[config.mk]
export PLATFORM = sky130hd
export DESIGN_NAME = stream_window_sum
export DESIGN_NICKNAME = d
export VERILOG_FILES = /design/src/rtl/stream_window_sum.sv
export SDC_FILE = /design/constraint.sdc
export NUM_CORES = 1
export LEC_CHECK = 0
export CAP_MARGIN = 10
export CORE_MARGIN = 2
export CORE_UTILIZATION = 30
export DETAILED_ROUTE_END_ITERATION = 8
export PLACE_DENSITY = 0.54
export SETUP_SLACK_MARGIN = 0.15
export SLEW_MARGIN = 20
export SYNTH_ARGS = -nofsm -noshare
export SYNTH_HDL_FRONTEND = slang
export SYNTH_SLANG_ARGS = --single-unit
[constraint.sdc]
create_clock -name clk -period 2.6 [get_ports clk]
set_clock_uncertainty 0.05 [all_clocks]
set_input_delay 0.52 -clock clk [delete_from_list [all_inputs] [get_ports clk]]
set_output_delay 0.52 -clock clk [all_outputs]
set_load 0.03 [all_outputs]
[src/rtl/stream_window_sum.sv]
// stream_window_sum: accumulates groups of WINDOW signed elements from a
// valid/ready stream and emits one registered sum per group.  A flush request
// emits the current partial group early.  A single output slot is reloaded in
// the same cycle it drains, so one element per cycle is sustained.
module stream_window_sum #(
  parameter int N      = 8,
  parameter int OUT_W  = 8,
  parameter int WINDOW = 4,
  parameter int LEN_W  = 3
) (
  input  logic             clk,
  input  logic             nrst,
  input  logic [N-1:0]     sIn,
  input  logic             sIn_valid,
  output logic             sIn_ready,
  input  logic             flush,
  output logic             flush_ready,
  output logic [OUT_W-1:0] sOut,
  output logic [LEN_W-1:0] sOut_len,
  output logic             sOut_valid,
  input  logic             sOut_ready
);

  localparam logic [LEN_W-1:0] LAST_CNT = LEN_W'(WINDOW - 1);
  localparam logic [LEN_W-1:0] FULL_LEN = LEN_W'(WINDOW);

  logic [OUT_W-1:0] acc_q, acc_d;
  logic [LEN_W-1:0] cnt_q, cnt_d;
  logic [OUT_W-1:0] sout_q, sout_d;
  logic [LEN_W-1:0] len_q, len_d;
  logic             valid_q, valid_d;

  logic             slot_free;
  logic             in_hs;
  logic             emit;
  logic [OUT_W-1:0] ext;
  logic [OUT_W-1:0] next_acc;
  logic [LEN_W-1:0] flush_len;

  // Ready depends only on the output slot, never on sIn_valid.
  assign slot_free   = !valid_q || sOut_ready;
  assign sIn_ready   = slot_free;
  assign flush_ready = slot_free;
  assign in_hs       = sIn_valid && slot_free;

  assign ext       = OUT_W'($signed(sIn));
  assign next_acc  = acc_q + ext;
  assign flush_len = cnt_q + LEN_W'(in_hs);

  // Next-state: accumulate, complete a group, or flush a partial one.
  always_comb begin
    acc_d   = acc_q;
    cnt_d   = cnt_q;
    sout_d  = sout_q;
    len_d   = len_q;
    valid_d = valid_q;
    emit    = 1'b0;
    if (flush && slot_free) begin
      // An empty flush is a no-op; the element (if any) joins the flushed group.
      if (flush_len != '0) begin
        emit   = 1'b1;
        sout_d = in_hs ? next_acc : acc_q;
        len_d  = flush_len;
        acc_d  = '0;
        cnt_d  = '0;
      end
    end else if (in_hs) begin
      if (cnt_q == LAST_CNT) begin
        emit   = 1'b1;
        sout_d = next_acc;
        len_d  = FULL_LEN;
        acc_d  = '0;
        cnt_d  = '0;
      end else begin
        acc_d = next_acc;
        cnt_d = cnt_q + 1'b1;
      end
    end
    // A reload in the drain cycle keeps valid high for back-to-back sums.
    if (emit) begin
      valid_d = 1'b1;
    end else if (sOut_ready) begin
      valid_d = 1'b0;
    end
  end

  // State and output-slot registers.
  always_ff @(posedge clk or negedge nrst) begin
    if (!nrst) begin
      acc_q   <= '0;
      cnt_q   <= '0;
      sout_q  <= '0;
      len_q   <= '0;
      valid_q <= 1'b0;
    end else begin
      acc_q   <= acc_d;
      cnt_q   <= cnt_d;
      sout_q  <= sout_d;
      len_q   <= len_d;
      valid_q <= valid_d;
    end
  end

  assign sOut       = sout_q;
  assign sOut_len   = len_q;
  assign sOut_valid = valid_q;

endmodule

==> flow_summary.ini <==
[critical_path]
cp_max_fo = 3
crit_chain = clkdlybuf4s50_1 > ha_1 > a211oi_1 > o21bai_1 > or3_1 > a32oi_1 > a21oi_1
cp_top_family = compound AO/OA/AOI/OAI gates
rr_worst_depth = 10
r2r_start = sOut_valid$_DFFE_PN0P_
crit_cells = 7
timing.rr.end = sOut[7]$_DFFE_PN0P_
crit_path_top_delay_cell = clkdlybuf4s50_1
r2r_slack_ns = 0.32
critical-path-max-stage-delay_ns = 0.47
arrival_ns = 2.46
worst_setup_path_start_kind = primary input
crit_path_end_kind = flip-flop
critical_path_class = in2reg
cp.required_ns = 2.70
path_buf_inv = 1

[synthesis]
synth_area_per_cell_sq_um = 10.3
synthXorXnorAreaFrac_pct = 4.45
synthMuxAreaShare_pct = 4.45
yosys.area_share.simple_pct = 12.1
synth_top_family_by_area = compound AO/OA/AOI/OAI gates
ys_seq_area_share_pct = 41.8
synth-seq-cells = 23
yosysUniqueCellTypes = 39
synthesis.nets = 157
postSynthCellCount = 133
synth_area_sq_mm = 0.00138
synth_fa_ha_area_share_pct = 10.5
synth_compound_area_share_pct = 22.1
yosysWarnings = 0

[global_routing]
track_usage_pct = 13.1
grt_antenna_before_repair = 0
grt-ovfl-total = 0
grt_pass1_vias = 1193
grt_first_pass_wirelength_mm = 5.44
grt_max_degree = 24

[route]
drt-pass1-iter-count = 4
via_count = 1120
ant_nets = 0
drc_errors = 0
drt_iter0_drc = 36
wl_per_cell_microns = 14.2
vias_per_cell = 5.02
wirelength_mm = 3.17

[outcome]
status = completed

[sta]
slew_headroom_pct = 73.2
setup-violations-final = 0
max_slew.worst_pin.slew_ns = 0.401
max_freq_mhz = 423
grt_setup_unrepaired = no
post-route-min-period_ns = 2.36
hold_viol_final = 0
slew_viol_final = 0
min_period_over_period_pct = 90.9

[clocking]
cts_buffers = 3
htreeDepth = 1
clk_pin_slew_worst_paths_ns = 0.08
cts_sinks = 23
clock_latency_ns = 0.26
cts.path.max_buffers = 2
cts_tree = built
root_buffer = clkbuf_8
post_cts_buffers = 0

[pwr]
ir_drop_mv = 0.420
p_per_area_mw_per_mm2 = 1220
power_leakage_nw = 0.844

[final_layout]
fin_area_sq_mm = 0.00184
antenna_cells = 0
nets = 196
fin_util_pct = 41.9
syn2layout_area_growth_pct = 33.5
drive_above_1_share_pct = 19.3

[worst_hold_path]
worstHoldEndpoint = sOut_len[0]$_DFFE_PN0P_
min_path_cells = 2
min_from = sOut_len[0]$_DFFE_PN0P_
hold_path_class = reg2reg

[placement]
dp_hpwl_mm = 2.40
gp_congestion = 0.786
dpl-instance-area_sq_mm = 0.00178
portBuffers = 26

[floorplan]
die-area_sq_mm = 0.00515
core_sq_mm = 0.00438
die_y_microns = 71.7
die_w_microns = 71.7
ios = 27
num_rows = 24
start_util_pct = 31.4

[run]
cap_violations = 0
layout make-up:
cell class	count	area, sq um
repair buffers	41	370
fillers	427	2550
flip-flops and latches	23	577
multi-input cells	99	763
well taps	52	65.1
clock buffers	4	45.0
inverters	4	17.5
worst register-to-register path: cells and delay by family (launching register included):
kind | cells | cell delay (ns)
flip-flops | 1 | 0.36
buffers and inverters | 1 | 0.04
AND/OR/NAND/NOR | 3 | 0.59
AO/OA/AOI/OAI | 3 | 0.66
adder cells (fa/ha/maj) | 2 | 0.34
XOR/XNOR | 1 | 0.15
sequential cells by signal (all words and copies together), names as in the netlist:
name / count
acc_q: 8
sOut: 8
sOut_len: 3
cnt_q: 3
sOut_valid: 1
report_power, final:
group	internal [W]	switching, W	total (W)
Clock	0.000109	0.000109	0.000219
Combinational	0.000666	0.000716	0.00138
Sequential	0.000518	0.000116	0.000634
placed cells by master (no fill, tap or decap), drive strengths merged:
| cell type | synthesis | layout |
|---|---|---|
| nand2 | 2 | 2 |
| nand2b | 2 | 2 |
| o21a | 1 | 1 |
| mux2i | 5 | 5 |
| a21oi | 11 | 11 |
| ha | 10 | 10 |
| nor2b | 2 | 2 |
| nand3b | 1 | 1 |
| dlymetal6s2s | 0 | 1 |
| o21bai | 2 | 2 |
| o21ai | 4 | 4 |
| nand3 | 3 | 3 |
| buf | 6 | 15 |
| a211oi | 5 | 5 |
| inv | 4 | 4 |
| clkdlybuf4s50 | 0 | 24 |
| a21o | 4 | 4 |
| mux2 | 1 | 1 |
| xnor2 | 4 | 4 |
| a221o | 1 | 1 |
| nor2 | 13 | 13 |
| o211a | 1 | 1 |
| a22o | 9 | 9 |
| or3 | 2 | 2 |
| and2 | 2 | 2 |
| fa | 1 | 1 |
| nor3 | 4 | 4 |
| a32oi | 2 | 2 |
| xor2 | 3 | 3 |
| clkbuf | 1 | 5 |
| a31oi | 1 | 1 |
| and3 | 1 | 1 |
| o311a | 1 | 1 |
| dfrtp | 23 | 23 |
| or2 | 1 | 1 |
through the flow:
| stage | setup WS (ns) | std cells | hold WS [ns] | TNS [ns] | power, W |
|---|---|---|---|---|---|
| floorplan | 0.172 | 133 | 0.174 | 0 | 0.00155 |
| global placement | -0.255 | 219 | 0.457 | -3.54 | 0.00197 |
| detailed placement | -0.311 | 219 | 0.465 | -4.57 | 0.00201 |
| CTS | 0.162 | 223 | 0.481 | 0 | 0.00224 |
| global route | 0.159 | 223 | 0.504 | 0 | 0.00242 |
| finish | 0.237 | 223 | 0.477 | 0 | 0.00223 |
cells in the mapped netlist, drive strengths merged:
library cell	count	area [sq um]
a211oi	5	37.5
a21o	4	30.0
a21oi	11	55.1
a221o	1	10.0
a22o	9	78.8
a31oi	1	12.5
a32oi	2	17.5
and2	2	15.0
and3	1	6.26
buf	6	43.8
clkbuf	1	3.75
dfrtp	23	576
fa	1	20.0
ha	10	125
inv	4	15.0
mux2	1	11.3
mux2i	5	50.1
nand2	2	7.51
nand2b	2	12.5
nand3	3	15.0
nand3b	1	7.51
nor2	13	51.3
nor2b	2	12.5
nor3	4	20.0
o211a	1	10.0
o21a	1	7.51
o21ai	4	20.0
o21bai	2	15.0
o311a	1	10.0
or2	1	6.26
or3	2	12.5
xnor2	4	35.0
xor2	3	26.3
metal layers:
layer,vias to the layer above,track usage (%),wire (microns)
met4,0,3.14,23
met2,24,23.0,1500
li1,560,-,-
met3,4,2.81,142
met1,532,16.5,1500
met5,-,0,0
cells by family after synthesis:
logic type / after synthesis
xor+xnor: 7
simple gates: 33
mux: 6
fa+ha+maj: 11
flops: 23
compound gates: 42
buf+inv: 11
timing repair:
item                       4_1_cts  5_1_grt
hold buffers                     0        0
hold endpoints to repair         0        0
pin swaps                        0        2
resized for setup                3        7
setup endpoints to repair       23        9
how the worst max path moves through the flow:
stage,startpoint,end
floorplan,sOut_ready,sOut[7]$_DFFE_PN0P_
global placement,sOut_ready,sOut[7]$_DFFE_PN0P_
detailed placement,sOut_ready,sOut[7]$_DFFE_PN0P_
CTS,sOut_ready,sOut[7]$_DFFE_PN0P_
global route,sIn[1],sOut[5]$_DFFE_PN0P_
finish,sIn[1],sOut[5]$_DFFE_PN0P_
(Power assumes the default switching activity.)
